`src/rtl/anabellek_hakemi.sv`:
```
// Main-memory arbiter between the fetch and data-cache ports; one transaction outstanding at a time.
// Define ANABELLEK_HAKEM_DONUSUMLU_EN for round-robin arbitration; the default is fixed data-first priority.
module anabellek_hakemi #(
  parameter int OBEK_BIT    = 128,
  parameter int ZAMAN_ASIMI = 255
) (
  input  logic                clk_i,
  input  logic                rst_i,
  input  logic                getir_istek_i,
  input  logic [31:0]         getir_adres_i,
  input  logic                getir_iptal_i,
  output logic                getir_musait_o,
  output logic                getir_veri_hazir_o,
  output logic [OBEK_BIT-1:0] getir_obek_o,
  input  logic                bellek_istek_i,
  input  logic [31:0]         bellek_adres_i,
  input  logic                bellek_yaz_i,
  input  logic [OBEK_BIT-1:0] bellek_yaz_obek_i,
  output logic                bellek_musait_o,
  output logic                bellek_veri_hazir_o,
  output logic [OBEK_BIT-1:0] bellek_obek_o,
  output logic                ab_istek_o,
  output logic [31:0]         ab_adres_o,
  output logic                ab_yaz_o,
  output logic                ab_oku_o,
  output logic [OBEK_BIT-1:0] ab_yaz_obek_o,
  input  logic                ab_kabul_i,
  input  logic                ab_hazir_i,
  input  logic [OBEK_BIT-1:0] ab_obek_i,
  output logic                zaman_asimi_o
);

  localparam int SW = (ZAMAN_ASIMI < 2) ? 1 : $clog2(ZAMAN_ASIMI + 1);
  localparam logic [SW-1:0] SINIR = SW'(ZAMAN_ASIMI);

  typedef enum logic [1:0] {BOSTA, ISTEK, CEVAP} durum_t;

  durum_t              durum_q, durum_d;
  logic [31:0]         adres_q, adres_d;
  logic                yaz_q, yaz_d;
  logic [OBEK_BIT-1:0] yobek_q, yobek_d;
  logic                sahip_q, sahip_d;   // 1: fetch owns the transaction
  logic                iptal_q, iptal_d;
  logic [SW-1:0]       sayac_q, sayac_d;
  logic                zaman_q, zaman_d;
  logic                ghazir_q, ghazir_d;
  logic                bhazir_q, bhazir_d;
  logic [OBEK_BIT-1:0] gobek_q, gobek_d;
  logic [OBEK_BIT-1:0] bobek_q, bobek_d;
  logic                getir_kazanir;
  logic                dusur;

`ifdef ANABELLEK_HAKEM_DONUSUMLU_EN
  logic rr_q, rr_d;  // 1: fetch has priority on a tie
  assign getir_kazanir = getir_istek_i && (!bellek_istek_i || rr_q);
`else
  assign getir_kazanir = getir_istek_i && !bellek_istek_i;
`endif

  always_comb begin
    durum_d  = durum_q;
    adres_d  = adres_q;
    yaz_d    = yaz_q;
    yobek_d  = yobek_q;
    sahip_d  = sahip_q;
    iptal_d  = iptal_q;
    sayac_d  = sayac_q;
    zaman_d  = zaman_q;
    ghazir_d = 1'b0;
    bhazir_d = 1'b0;
    gobek_d  = gobek_q;
    bobek_d  = bobek_q;
    dusur    = iptal_q || (getir_iptal_i && sahip_q);
`ifdef ANABELLEK_HAKEM_DONUSUMLU_EN
    rr_d     = rr_q;
`endif
    case (durum_q)
      BOSTA: begin
        if (getir_istek_i || bellek_istek_i) begin
          durum_d = ISTEK;
          iptal_d = 1'b0;
          if (getir_kazanir) begin
            sahip_d = 1'b1;
            adres_d = getir_adres_i;
            yaz_d   = 1'b0;
            yobek_d = '0;
          end else begin
            sahip_d = 1'b0;
            adres_d = bellek_adres_i;
            yaz_d   = bellek_yaz_i;
            yobek_d = bellek_yaz_obek_i;
          end
`ifdef ANABELLEK_HAKEM_DONUSUMLU_EN
          rr_d = !getir_kazanir;
`endif
        end
      end
      ISTEK: begin
        if (sahip_q && getir_iptal_i) iptal_d = 1'b1;
        if (ab_kabul_i) begin
          durum_d = CEVAP;
          sayac_d = '0;
        end
      end
      CEVAP: begin
        if (sahip_q) iptal_d = dusur;
        if (ab_hazir_i) begin
          durum_d = BOSTA;
          iptal_d = 1'b0;
          if (sahip_q) begin
            if (!dusur) begin
              gobek_d  = ab_obek_i;
              ghazir_d = 1'b1;
            end
          end else begin
            bobek_d  = ab_obek_i;
            bhazir_d = 1'b1;
          end
        end else begin
          if (sayac_q != SINIR) sayac_d = sayac_q + 1'b1;
          if (sayac_d == SINIR) zaman_d = 1'b1;
        end
      end
      default: durum_d = BOSTA;
    endcase
  end

  always_ff @(posedge clk_i or negedge rst_i) begin
    if (!rst_i) begin
      durum_q  <= BOSTA;
      adres_q  <= '0;
      yaz_q    <= 1'b0;
      yobek_q  <= '0;
      sahip_q  <= 1'b0;
      iptal_q  <= 1'b0;
      sayac_q  <= '0;
      zaman_q  <= 1'b0;
      ghazir_q <= 1'b0;
      bhazir_q <= 1'b0;
      gobek_q  <= '0;
      bobek_q  <= '0;
`ifdef ANABELLEK_HAKEM_DONUSUMLU_EN
      rr_q     <= 1'b1;
`endif
    end else begin
      durum_q  <= durum_d;
      adres_q  <= adres_d;
      yaz_q    <= yaz_d;
      yobek_q  <= yobek_d;
      sahip_q  <= sahip_d;
      iptal_q  <= iptal_d;
      sayac_q  <= sayac_d;
      zaman_q  <= zaman_d;
      ghazir_q <= ghazir_d;
      bhazir_q <= bhazir_d;
      gobek_q  <= gobek_d;
      bobek_q  <= bobek_d;
`ifdef ANABELLEK_HAKEM_DONUSUMLU_EN
      rr_q     <= rr_d;
`endif
    end
  end

  assign getir_musait_o      = (durum_q == BOSTA);
  assign bellek_musait_o     = (durum_q == BOSTA);
  assign ab_istek_o          = (durum_q == ISTEK);
  assign ab_yaz_o            = ab_istek_o && yaz_q;
  assign ab_oku_o            = ab_istek_o && !yaz_q;
  assign ab_adres_o          = adres_q;
  assign ab_yaz_obek_o       = yobek_q;
  assign getir_veri_hazir_o  = ghazir_q;
  assign bellek_veri_hazir_o = bhazir_q;
  assign getir_obek_o        = gobek_q;
  assign bellek_obek_o       = bobek_q;
  assign zaman_asimi_o       = zaman_q;

endmodule

```
`config.mk`:
```
export PLATFORM = sky130hd
export DESIGN_NAME = anabellek_hakemi
export DESIGN_NICKNAME = d
export VERILOG_FILES = /design/src/rtl/anabellek_hakemi.sv
export SDC_FILE = /design/constraint.sdc
export NUM_CORES = 1
export LEC_CHECK = 0
export ABC_AREA = 1
export BUFFER_PORTS_ARGS = -buffer_cell sky130_fd_sc_hd__buf_4
export CELL_PAD_IN_SITES_DETAIL_PLACEMENT = 1
export CELL_PAD_IN_SITES_GLOBAL_PLACEMENT = 2
export CORE_AREA = 4 4 287 289
export DETAILED_ROUTE_END_ITERATION = 16
export DIE_AREA = 0 0 291 293
export GPL_TIMING_DRIVEN = 0
export PLACE_DENSITY = 0.73
export SYNTH_ARGS = -nofsm -noshare
export SYNTH_HDL_FRONTEND = slang
export SYNTH_SLANG_ARGS = --single-unit
```
`constraint.sdc`:
```
create_clock -name clk_i -period 1.4 [get_ports clk_i]
set_input_delay 0.07 -clock clk_i [delete_from_list [all_inputs] [get_ports clk_i]]
set_output_delay 0.07 -clock clk_i [all_outputs]
set_load 0.03 [all_outputs]
```
# Yosys cells after proc, flatten, opt, wreduce, memory -nomap -nowiden

Index checks and enable logic that the tools add are counted.

Register bits: 432
Input port bits: 328
Output and inout port bits: 424
Logic and storage cells: 70

Add/sub/neg operators: 1
Equality and inequality tests: 10
Mux-type cells: 26
Bitwise gates (word level): 3
Reduce and logical (&&, ||, !) cells: 18

Operators by type and width:

| operator                                            | count |
|---|---|
| two-way mux 128 bit                                 | 1 |
| two-way mux 8 bit                                   | 5 |
| two-way mux 32 bit                                  | 1 |
| one-hot mux 8 bit (2 select lines)                  | 1 |
| two-way mux 1 bit                                   | 13 |
| AND reduction 3 bit                                 | 4 |
| adder 8 x 1 -> 8 bit, second input constant         | 1 |
| equality test 8 bit, second input constant          | 1 |
| != test 8 bit, second input constant                | 1 |
| AND reduction 4 bit                                 | 2 |
| two-way mux 2 bit                                   | 3 |
| != test 2 x 1 -> 1 bit, second input constant       | 3 |
| one-hot mux 2 bit (3 select lines)                  | 1 |
| logical AND 1 bit                                   | 4 |
| != test 2 bit, second input constant                | 2 |
| != test 3 bit, second input constant                | 1 |
| NOT 1 bit                                           | 3 |
| one-hot mux 1 bit (3 select lines)                  | 1 |
| nonzero test 3 bit                                  | 1 |
| equality test 2 x 1 -> 1 bit, second input constant | 1 |
| equality test 2 bit, second input constant          | 1 |
| zero test 1 bit                                     | 2 |
| zero test 2 bit                                     | 1 |
| logical OR 1 bit                                    | 2 |
| other kinds (2)                                     | 2 |

# Logic depth before layout (Yosys ltp)

Word-level depth: 6
Gate-level depth with buffers: 10
Gate-level depth less buffers: 10

# Worst setup path before layout

No wires, ideal clock.

Path kind: register to register
From: register durum_q[0]
To: register adres_q[2], in the netlist ab_adres_o[2]
Setup time: 0.083 ns
Arrival time: 1.679 ns
Required time: 1.317 ns
Setup slack: -0.361 ns
Stages on the path, launching flop included: 9
Buffers on the path: 2
Period minus slack after synthesis: 1.761 ns
Path through: dfrtp_1 -> inv_1 -> ha_1 -> buf_2 -> nand2_1 -> nand2_1 -> buf_2 -> o21ai_0 -> o21ai_0

Cells in the longest elaborated chain, start to end: 2

RTL lines:

| element                       | RTL line | source |
|---|---|---|
| start, declared               | 38       | `durum_t durum_q, durum_d;` |
| start signal, assigned        | 146      | `durum_q <= durum_d;` |
| zero test 2 bit               | -        |  |
| net bellek_musait_o           | 19       | `output logic bellek_musait_o,` |
| AND reduction 2 bit (no line) | -        |  |
| end signal, assigned          | 147      | `adres_q <= adres_d;` |
| end, declared                 | 39       | `logic [31:0] adres_q, adres_d;` |

The timed path passes the listed nets, and every way through them passes these cells.
A chain may end at the register's enable or synchronous reset.

# Worst setup path after layout

From: register durum_q[1]
To: register yobek_q[1], in the netlist ab_yaz_obek_o[1]

Cells in the longest elaborated chain, start to end: 2

RTL lines:

| element                       | RTL line | source |
|---|---|---|
| zero test 2 bit               | 77       | `case (durum_q)` |
| AND reduction 2 bit (no line) | -        |  |
| end signal, assigned          | 149      | `yobek_q <= yobek_d;` |
| end, declared                 | 41       | `logic [OBEK_BIT-1:0] yobek_q, yobek_d;` |

Every way passes these cells.

==> results.yml <==
routing:
  vias_per_cell: 4.44
  wl_per_cell_um: 21.8
  vias: 18300
  drt_wl_total_um: 89800
  ant_nets: 0
  drtIter0Drc: 694
  route.detailed.drc: 0
  drt_first_pass_iters: 4
timing:
  finalSetupTns_ns: -80.62
  slew_viol_final: 0
  clock_skew_ns: 0.0276
  post-route-period-util_pct: 117
  fmax_mhz: 609
  worst_slew_pin_slew_ns: 0.968
  setup_viol_count_final: 435
  hold_slack_ns: -0.419
  post-route-min-period_ns: 1.64
  rsz0062_at_grt: "yes"
  fin_ws_ns: -0.241
  final-hold-violation-count: 117
  slew_headroom_pct: 35.5
global_route:
  grt_pass1_wl_um: 130000
  overflow: 0
  antenna_found_initial: 10
  grt_start_max_net_pins: 122
  grt_pass1_vias: 20300
  gr-usage-all-layers_pct: 19.5
  grt_use_met2_pct: 35.9
  use_met1_pct: 22.3
  gr-usage-met3_pct: 5.31
  top_usage_layer: "met2"
setup_path:
  critPathArrivalTime_ns: 2.16
  critPathCaptureType: "flip-flop"
  cp-start-kind: "flip-flop"
  cp_max_fo: 10
  crit_path_end: "ab_yaz_obek_o[1]"
  crit_buf_inv: 5
  ff2ff_setup_slack_ns: -0.24
  crit_path_max_incr_delay_ns: 0.45
  crit_top_cell: "buf_12"
  critPathLaunch: "durum_q[1]"
  crit_required_ns: 1.92
  r2r-start: "durum_q[1]"
  cp_num_cells: 8
  crit_type: "flip-flop to flip-flop"
  crit_chain: "inv_4 -> ha_4 -> buf_12 -> buf_8 -> buf_12 -> clkbuf_16 -> nand3_2 -> nand2_1"
  cp_top_family: "buffers and inverters"
  r2r_cells: 8
  cpMaxStageDelayCell: "dfrtp_2"
  r2r-end: "ab_yaz_obek_o[1]"
logic_synthesis:
  syn_nets: 2172
  synth.cell_area_mm2: 0.0176
  synth_cell_types: 23
  seq_area_frac_synth_pct: 61.3
  yosys-top-cells-area: "dfrtp_1 (61%), nand2_1 (10%), nand3_1 (7.9%)"
  yosys_warnings: 0
  synth.top_cell.area_share_pct: 61.3
  syn_area_per_cell_um2: 9.58
  netlist_instances: 1839
  ys_ff_latch: 432
  synth_top_area_cell: "dfrtp_1"
run:
  cap_violations: 0
finish:
  fin_util_pct: 41.4
  n_fill_cell: 8916
  seq_area_mm2: 0.0108
  area_growth_pct: 87.8
  layout-drive-gt1-share_pct: 43.9
  multi_input_area_mm2: 0.00671
  nets: 3369
die:
  io_pins: 752
  core_area_mm2: 0.0799
  start_util_pct: 22.1
  fp.dieH_um: 293
  die_w_um: 291
  row_count: 104
  die-area_mm2: 0.0853
cts:
  clkTransAtPathRegs_ns: 0.06
  htreeDepth: 2
  cts_buffers: 53
  cts-root-buf: "clkbuf_16"
  clock_latency_ns: 0.59
  cts_hold_buf: 324
  cts_tree: "done"
  clock_path_buffers: 3
  clkSinkCount: 432
placed_design:
  pre_cts_slack_ns: -0.900
  dp_hpwl_um: 62500
  io_buffers: 750
  place_congestion: 0.870
power_and_ir_drop:
  powerDensity_mw_per_mm2: 2390
  p_total_uw: 79000
  p_leak_uw: 0.0167
  peakVddDrop_v: 0.00126
worst_hold_path:
  min_path_type: "input port to asynchronous set/reset pin"
status:
  status: "finished with violations"
  violations: "hold timing, setup timing"
[sequential cells by signal, indices dropped and copies added (netlist names), 2 cells and up]
register	count
durum_q	2
sayac_q	8
ab_yaz_obek_o	128
getir_obek_o	128
ab_adres_o	32
bellek_obek_o	128
[final cells by class]
type	count	share of cell area, %
Antenna cell	5	0.0378
Clock inverter	5	0.204
Sequential cell	432	32.7
Timing Repair inverter	1	0.0265
Inverter	154	1.82
Tap cell	1060	4.01
Buffer	127	5.48
Clock buffer	78	4.63
Multi-Input combinational cell	1128	20.3
Timing Repair Buffer	1139	30.9
[logic make-up after synthesis]
kind of cell | after synthesis | share of synthesized area (%)
adders and majority gates | 5 | 0.355
AOI/OAI and AO/OA | 319 | 11.8
buffers and inverters | 282 | 7.32
DFF | 432 | 61.3
and+or+nand+nor | 801 | 19.2
[timing repair]
action	in CTS	in global routing
endpoints found under the hold margin	540	117
buffers inserted	11	13
resized for setup	286	312
setup endpoints to repair	435	486
pin swaps	6	44
cloned	16	27
[cells in the mapped netlist]
| library cell | instances |
|---|---|
| nand3_1 | 277 |
| nor2_1 | 45 |
| nand2_1 | 470 |
| buf_1 | 3 |
| buf_4 | 1 |
| nor2_2 | 2 |
| nor3_1 | 2 |
| o21ai_1 | 19 |
| a31oi_1 | 21 |
| o21ai_2 | 121 |
| buf_2 | 44 |
| ha_1 | 5 |
| dfrtp_1 | 432 |
| inv_1 | 151 |
| inv_2 | 3 |
| nand2_2 | 2 |
| clkbuf_1 | 57 |
| buf_6 | 23 |
| nand4_1 | 2 |
| nor3_4 | 1 |
| o21ai_0 | 156 |
| a21oi_1 | 1 |
| o21bai_1 | 1 |
[per-stage QoR]
stage | instances | instance area [um^2]
floorplan | 1839 | 18100
global placement | 3649 | 25000
detailed placement | 3652 | 25100
CTS | 4086 | 31400
global route | 4127 | 33100
finish | 4129 | 33100
[where the power goes]
part | internal (uW) | switching, uW
clock | 7640 | 5410
sequential | 18400 | 4630
combinational | 17300 | 25700
total | 43300 | 35700
[how the worst min path moves through the flow]
stage / slack, ns / endpoint
2_1_floorplan: -0.23 / ab_adres_o[0]
6_report: -0.42 / bellek_obek_o[90]
5_1_grt: -0.38 / getir_obek_o[69]
4_1_cts: -0.40 / bellek_obek_o[67]
3_3_place_gp: 0.30 / ab_yaz_obek_o[33]
3_5_place_dp: 0.25 / bellek_obek_o[93]
[routing by layer]
metal  part of all wire [%]  up-vias
met5                  0.014        -
met4                    3.0        2
met3                    6.7      149
met2                     53      649
met1                     37     9154
li1                       -     8382
[placed cells by master (no fill, tap or decap), drive strengths merged]
cell,netlist,final
buf,71,872
nand2,472,475
dfrtp,432,432
dlygate4sd3,0,324
o21ai,296,296
nand3,277,277
inv,154,155
clkbuf,57,147
nor2,47,47
a31oi,21,21
diode,0,5
ha,5,5
nor3,3,3
clkinv,0,3
nand4,2,2
a21oi,1,1
o21bai,1,1
bufinv,0,1
clkinvlp,0,1
bufbuf,0,1
Power figures use the tool's default switching activity.
